**config.mk**
```make
export PLATFORM = sky130hd
export DESIGN_NAME = regfile_sb
export DESIGN_NICKNAME = d
export VERILOG_FILES = /design/src/rtl/regfile_sb.sv
export SDC_FILE = /design/constraint.sdc
export NUM_CORES = 2
export LEC_CHECK = 0
export CAP_MARGIN = 40
export CORE_MARGIN = 1.5
export CORE_UTILIZATION = 45
export DETAILED_ROUTE_END_ITERATION = 7
export RECOVER_POWER = 25
export SYNTH_ARGS = -nofsm -noshare
export SYNTH_HDL_FRONTEND = slang
export SYNTH_SLANG_ARGS = --single-unit
```
**constraint.sdc**
```tcl
create_clock -name clk -period 5.2 [get_ports clk]
set_input_delay 0.78 -clock clk [delete_from_list [all_inputs] [get_ports clk]]
set_output_delay 0.78 -clock clk [all_outputs]
set_load 0.01 [all_outputs]
```
**src/rtl/regfile_sb.sv**
```systemverilog
// Integer register file with two bypassed combinational read ports, one write port,
// optional hardwired zero register and a per-register busy scoreboard for RAW stalls.
module regfile_sb #(
   parameter int XLEN     = 32,
   parameter int AW       = 5,
   parameter int ZERO_REG = 1
) (
   input  logic            clk,
   input  logic            rst,
   input  logic [AW-1:0]   ra1,
   input  logic [AW-1:0]   ra2,
   output logic [XLEN-1:0] rd1,
   output logic [XLEN-1:0] rd2,
   input  logic            we,
   input  logic [AW-1:0]   wa,
   input  logic [XLEN-1:0] wd,
   input  logic            rsv_en,
   input  logic [AW-1:0]   rsv_addr,
   output logic            busy1,
   output logic            busy2,
   output logic            any_busy
);

   localparam int NREG = 1 << AW;
   localparam bit ZR   = (ZERO_REG != 0);

   logic [XLEN-1:0] mem_q [NREG];
   logic [NREG-1:0] busy_q, busy_d;
   logic            commit;
   logic            rsv_ok;

   assign commit = we && !rst && !(ZR && (wa == '0));
   assign rsv_ok = rsv_en && !(ZR && (rsv_addr == '0));

   always_ff @(posedge clk) begin
      if (rst) begin
         for (int i = 0; i < NREG; i++) mem_q[i] <= '0;
      end else if (commit) begin
         mem_q[wa] <= wd;
      end
   end

   // A new reservation on the retiring register wins: it belongs to a younger instruction.
   always_comb begin
      busy_d = busy_q;
      if (commit) busy_d[wa] = 1'b0;
      if (rsv_ok) busy_d[rsv_addr] = 1'b1;
      if (rst)    busy_d = '0;
   end

   always_ff @(posedge clk) begin
      busy_q <= busy_d;
   end

   always_comb begin
      rd1   = mem_q[ra1];
      busy1 = busy_q[ra1];
      if (commit && (wa == ra1)) begin
         rd1   = wd;
         busy1 = 1'b0;
      end
      if (ZR && (ra1 == '0)) begin
         rd1   = '0;
         busy1 = 1'b0;
      end
   end

   always_comb begin
      rd2   = mem_q[ra2];
      busy2 = busy_q[ra2];
      if (commit && (wa == ra2)) begin
         rd2   = wd;
         busy2 = 1'b0;
      end
      if (ZR && (ra2 == '0)) begin
         rd2   = '0;
         busy2 = 1'b0;
      end
   end

   assign any_busy = |busy_q;

endmodule

```
# ---- Word-level counts from Yosys, hierarchy flattened
# Memory sizes are Yosys's and may differ from the RTL's.
# Cells that the tools add are included.
dict set report totals {
  reg_bits 32
  ram_bits 1024
  input_bits 56
  output_inout_bits 67
  wordCells 55
  memories 1
}
dict set report classes {
  order_cmp 6
  n_eq_ne 2
  mux 26
  bitwise 3
  reduce_logical 16
}
# memory depth width rd rd_clocked_by_memory_dff wr line
set memory_table {}
lappend memory_table {mem_q 32 32 2 0 32 27} ;# logic [XLEN-1:0] mem_q [NREG];
# op n
set ops {}
lappend ops {{$mux 32} 7}
lappend ops {{$reduce_or 32->1} 2}
lappend ops {{$and 32x32->32} 1}
lappend ops {{$not 32->32} 1}
lappend ops {{$or 32x32->32} 1}
lappend ops {{$lt 5x6->1 const B} 4}
lappend ops {{$logic_not 5->1} 4}
lappend ops {{$mux 1} 14}
lappend ops {{$bmux 1 s5} 2}
lappend ops {{$demux 1 s5} 2}
lappend ops {{$eq 5x5->1} 2}
lappend ops {{$ge 5x1->1 const B} 2}
lappend ops {{$logic_and 1x1->1} 7}
lappend ops {{$mux 5} 1}
lappend ops {{$logic_not 1->1} 3}

# ---- Depth between registers and ports, before layout
dict set report logic_depth {
  word_depth 9
  ltp_mapped 10
  depth_no_buf 5
}

# ---- Least setup slack after synthesis
# No wires, ideal clock.
dict set report synth_path {
  path_kind {input -> output}
  start {input port ra2[1]}
  end {output port rd2[11]}
  arrival_ps 2638
  t_required_ps 4420
  setup_slack_ps 1782
  path_stages 7
  cell_sequence {buf_2 > buf_2 > buf_1 > mux4_2 > mux4_2 > a221oi_1 > nor2_1}
}
dict set report synth_between {
  elab_chain_cells 4
  word_cells_on_any_way 6
}
# item line
set synth_lines {}
lappend synth_lines {{start, declared} 11} ;# input logic [AW-1:0] ra2,
lappend synth_lines {{parallel branches: the longest is 3 deep, another holds $mem_v2 32x32} n/a}
lappend synth_lines {{$mux 32 (*)} 75} ;# if (ZR && (ra2 == '0)) begin
lappend synth_lines {{end, declared} 13} ;# output logic [XLEN-1:0] rd2,
# Every way passes the cells marked *.

==> results.rst <==
.. list-table::
   :header-rows: 1

   * - Metric
     - Value
   * - Primary flip-flop cell chosen by synthesis mapping
     - sky130_fd_sc_hd__edfxtp_1
   * - Max rail drop VDD
     - 0.224 mV
   * - Top cells by instance count after synthesis
     - 1,024 x sky130_fd_sc_hd__edfxtp_1, 995 x sky130_fd_sc_hd__and2_1, 496 x sky130_fd_sc_hd__mux4_2
   * - Sequential area share after synthesis
     - 0.547
   * - Drt wl/cell
     - 39.0 um
   * - Post-layout instance area
     - 65,500 um^2
   * - Met2 layer usage reported by global route
     - 0.540
   * - Met3 track utilization from global routing
     - 0.0761
   * - Tightest slew margin relative to the limit
     - -1.51
   * - Fraction of synthesized cell area taken by the top area cell type
     - 0.535
   * - Resized Gates After CTS
     - 1
   * - Total number of yosys warnings
     - 0
   * - Die Span Y
     - 360 um
   * - Clock Power Share
     - 0.390
   * - Vias/cell
     - 6.75
   * - Placed standard-cell area
     - 61,900 um^2
   * - Minimum clock period after layout
     - 5.30 ns
   * - Violations in the final reports
     - capacitance limit, slew limit, setup timing
   * - DRC viols
     - 0
   * - Combinational power share
     - 0.139
   * - Via count
     - 39,387
   * - Largest cells by area after synthesis
     - sky130_fd_sc_hd__edfxtp_1 54%, sky130_fd_sc_hd__mux4_2 19%, sky130_fd_sc_hd__and2_1 11%, sky130_fd_sc_hd__mux2i_1 3.8%, sky130_fd_sc_hd__clkbuf_1 1.8%
   * - Horizontal die dimension
     - 360 um
   * - Sink count of the clock tree
     - 1,056
   * - Detailed Route WL
     - 227 mm
   * - Internal power contribution
     - 15.8 mW
   * - Overall track demand over capacity in global routing
     - 0.349
   * - Share of synthesized flip-flops with an asynchronous set or reset
     - 0
   * - Category of the worst setup path launch point
     - input port
   * - Clock insertion delay at the later pin of the skew report
     - 0.70 ns
   * - Pins Over Slew Limit
     - 484
   * - Number of buffers inserted to repair setup after CTS
     - 0
   * - Synthesized cell area
     - 57,400 um^2
   * - Final Util
     - 0.519
   * - RSZ-0062 raised after global routing
     - no
   * - Cell type with the largest total area after synthesis
     - sky130_fd_sc_hd__edfxtp_1
   * - Ratio of final minimum period to clock period
     - 1.02
   * - Worst-case clock buffer depth
     - 3
   * - Worst min path class
     - register to register
   * - Sw Ratio
     - 0.257
   * - Syn Inst Count
     - 3,944
   * - Root Driver
     - sky130_fd_sc_hd__clkbuf_16
   * - Total Die Area
     - 130,000 um^2
   * - Number of flops mapped to enable cells by yosys
     - 1,024
   * - Most utilized layer in the global route result
     - met2
   * - Global-route congestion overflow total
     - 0
   * - Total count of hold-check failures in the final report
     - 0
   * - TritonCTS clock tree
     - built
   * - Final worst setup slack
     - -0.0990 ns
   * - Number of global-route vias before repair
     - 38,184
   * - Nets
     - 4,130
   * - Cell area power density
     - 324 nW/um^2
   * - Detailed-router iteration count before antenna repair
     - 8
   * - Maximum clock rate
     - 189 MHz
   * - Rows
     - 130
   * - Number of violations reported at the end of detailed-routing iteration 0
     - 6,588
   * - Wire length of the first global-routing pass
     - 312 mm
   * - Flops & latches, synth
     - 1,056
   * - Outcome
     - complete, but fails checks
   * - Kind of critical path
     - input port to register
   * - Largest net degree at the start of global routing
     - 62
   * - Required time at the endpoint of the critical path
     - 5.74 ns
   * - Count of pins on the block boundary
     - 123
   * - Part of the total power dissipated in sequential elements
     - 0.472
   * - Core ar.
     - 126,000 um^2
   * - Post-route clock skew
     - 0 ns
   * - Library cell with the highest instance count after synthesis
     - sky130_fd_sc_hd__edfxtp_1
   * - Maximum level of the CTS H-tree
     - 3
   * - Number of buffers created by CTS
     - 116
   * - Fill count
     - 10,256
   * - Avg Synthesized Cell Area
     - 14.6 um^2
   * - Setup violation total in the final timing report
     - 32
   * - Antenna violations before repair
     - 28
   * - Net switching power of the design
     - 5.45 mW
   * - Number of buffers inserted by hold repair at cts
     - 0
   * - Initial cell density of the core
     - 0.456
   * - Post-route ant nets
     - 0
   * - Routability cong.
     - 0.891
   * - Post-synthesis cell type count
     - 63
   * - Number of input and output port buffers inserted
     - 122
   * - Clock edge transition at the registers on the reported setup and hold paths
     - 0.06 ns
   * - Fraction of final layout cells sized beyond drive strength 1
     - 0.242
   * - CP max FO
     - 32
   * - Area growth from synthesis to layout
     - 14.0%
   * - Critical Path Sink Type
     - register
   * - Arrival time at the worst endpoint
     - 5.84 ns
   * - Number of violations of the max-capacitance limit
     - 19
   * - Estimated wirelength of the detail-placed design
     - 133 mm
   * - Met1 usage in global routing
     - 0.465
   * - Transition at the pin with the smallest max-transition slack
     - 3.77 ns
   * - Leakage
     - 22.7 nW
[metrics by stage]
stage | setup TNS, ns | setup slack (ns) | total power, mW | hold WS (ns) | std cells
floorplan | 0 | 1.78 | 11.7 | 0.465 | 3975
global placement | -0.0307 | -0.0307 | 13.0 | 0.488 | 5586
detailed placement | -0.0151 | -0.0151 | 13.1 | 0.492 | 5606
CTS | 0 | 0.244 | 21.2 | 0.500 | 5815
global route | 0 | 0.0566 | 21.7 | 0.526 | 5816
finish | -1.75 | -0.0990 | 21.2 | 0.506 | 5832
[metal layers]
metal  vias up  wire (um)
met3       667      27900
met1     20302      82800
met5         -         67
li1      15357          -
met2      3049     103000
met4        12      13400
[kinds of logic (layout without fill, tap and decap cells)]
family	count (synthesis)	count (layout)	share of synthesized area
other	1	49	0.0000653
DFF	1056	1056	0.547
buffers and inverters	423	613	0.0343
muxes	738	738	0.237
xor gates and xnor gates	10	10	0.00153
and+or+nand+nor	1373	1373	0.140
AOI/OAI and AO/OA	343	343	0.0407
[critical path: stages]
cell                            delay [ns]
sky130_fd_sc_hd__dlygate4sd3_1        0.68
sky130_fd_sc_hd__and3b_1              0.23
sky130_fd_sc_hd__nand2_1              0.14
sky130_fd_sc_hd__clkbuf_1             0.42
sky130_fd_sc_hd__nor2_1               0.63
sky130_fd_sc_hd__clkbuf_1             2.59
sky130_fd_sc_hd__and2_1               0.34
[cell type report]
| cell class | count | area [um^2] | share of cell area |
|---|---|---|---|
| multi-input cells | 2496 | 24400 | 0.373 |
| inverters | 12 | 46.3 | 0.000707 |
| flip-flops and latches | 1056 | 31400 | 0.479 |
| diodes | 17 | 42.5 | 0.000650 |
| well taps | 1650 | 2060 | 0.0315 |
| clock buffers | 139 | 3050 | 0.0466 |
| clock inverters | 70 | 664 | 0.0101 |
| repair buffers | 392 | 3780 | 0.0577 |
[power groups by stage]
| stage | logic, mW | clock network [mW] | registers [mW] |
|---|---|---|---|
| global route | 3.02 | 8.64 | 10.1 |
| CTS | 2.91 | 8.29 | 10.0 |
| finish | 2.95 | 8.27 | 10.0 |
| detailed placement | 2.90 | 0 | 10.2 |
| global placement | 2.87 | 0 | 10.2 |
| floorplan | 1.64 | 0 | 10.1 |
[state kept, by name (all words and copies together), names as in the netlist]
| register | cells |
|---|---|
| busy_q | 32 |
| mem_q | 1024 |
[path summary, 6_finish.rpt]
path | start | endpoint | slack (ns) | cells after the start
worst max-delay path | wa[0] | mem_q[9][11]$_SDFFCE_PN0P_ | -0.1 | 7
worst min-delay path | busy_q[18]$_SDFF_PP0_ | busy_q[18]$_SDFF_PP0_ | 0.51 | 2
worst max register to register | busy_q[15]$_SDFF_PP0_ | busy_q[15]$_SDFF_PP0_ | 4.41 | 2
worst min register to register | busy_q[18]$_SDFF_PP0_ | busy_q[18]$_SDFF_PP0_ | 0.51 | 2
[layout by cell type (no fill, tap or decap), types with 32 or more instances in the layout]
| cell type | instances |
|---|---|
| sky130_fd_sc_hd__a21oi_1 | 83 |
| sky130_fd_sc_hd__a221oi_1 | 70 |
| sky130_fd_sc_hd__mux4_2 | 496 |
| sky130_fd_sc_hd__clkbuf_16 | 119 |
| sky130_fd_sc_hd__clkbuf_1 | 37 |
| sky130_fd_sc_hd__mux2i_1 | 219 |
| sky130_fd_sc_hd__dfxtp_1 | 32 |
| sky130_fd_sc_hd__and2_1 | 893 |
| sky130_fd_sc_hd__nand2_1 | 94 |
| sky130_fd_sc_hd__nor2_1 | 103 |
| sky130_fd_sc_hd__edfxtp_1 | 1024 |
| sky130_fd_sc_hd__buf_4 | 199 |
| sky130_fd_sc_hd__and2_0 | 102 |
| sky130_fd_sc_hd__conb_1 | 32 |
| sky130_fd_sc_hd__clkdlybuf4s50_1 | 110 |
| sky130_fd_sc_hd__o21ai_0 | 69 |
| sky130_fd_sc_hd__buf_12 | 39 |
(Power assumes the default switching activity.)
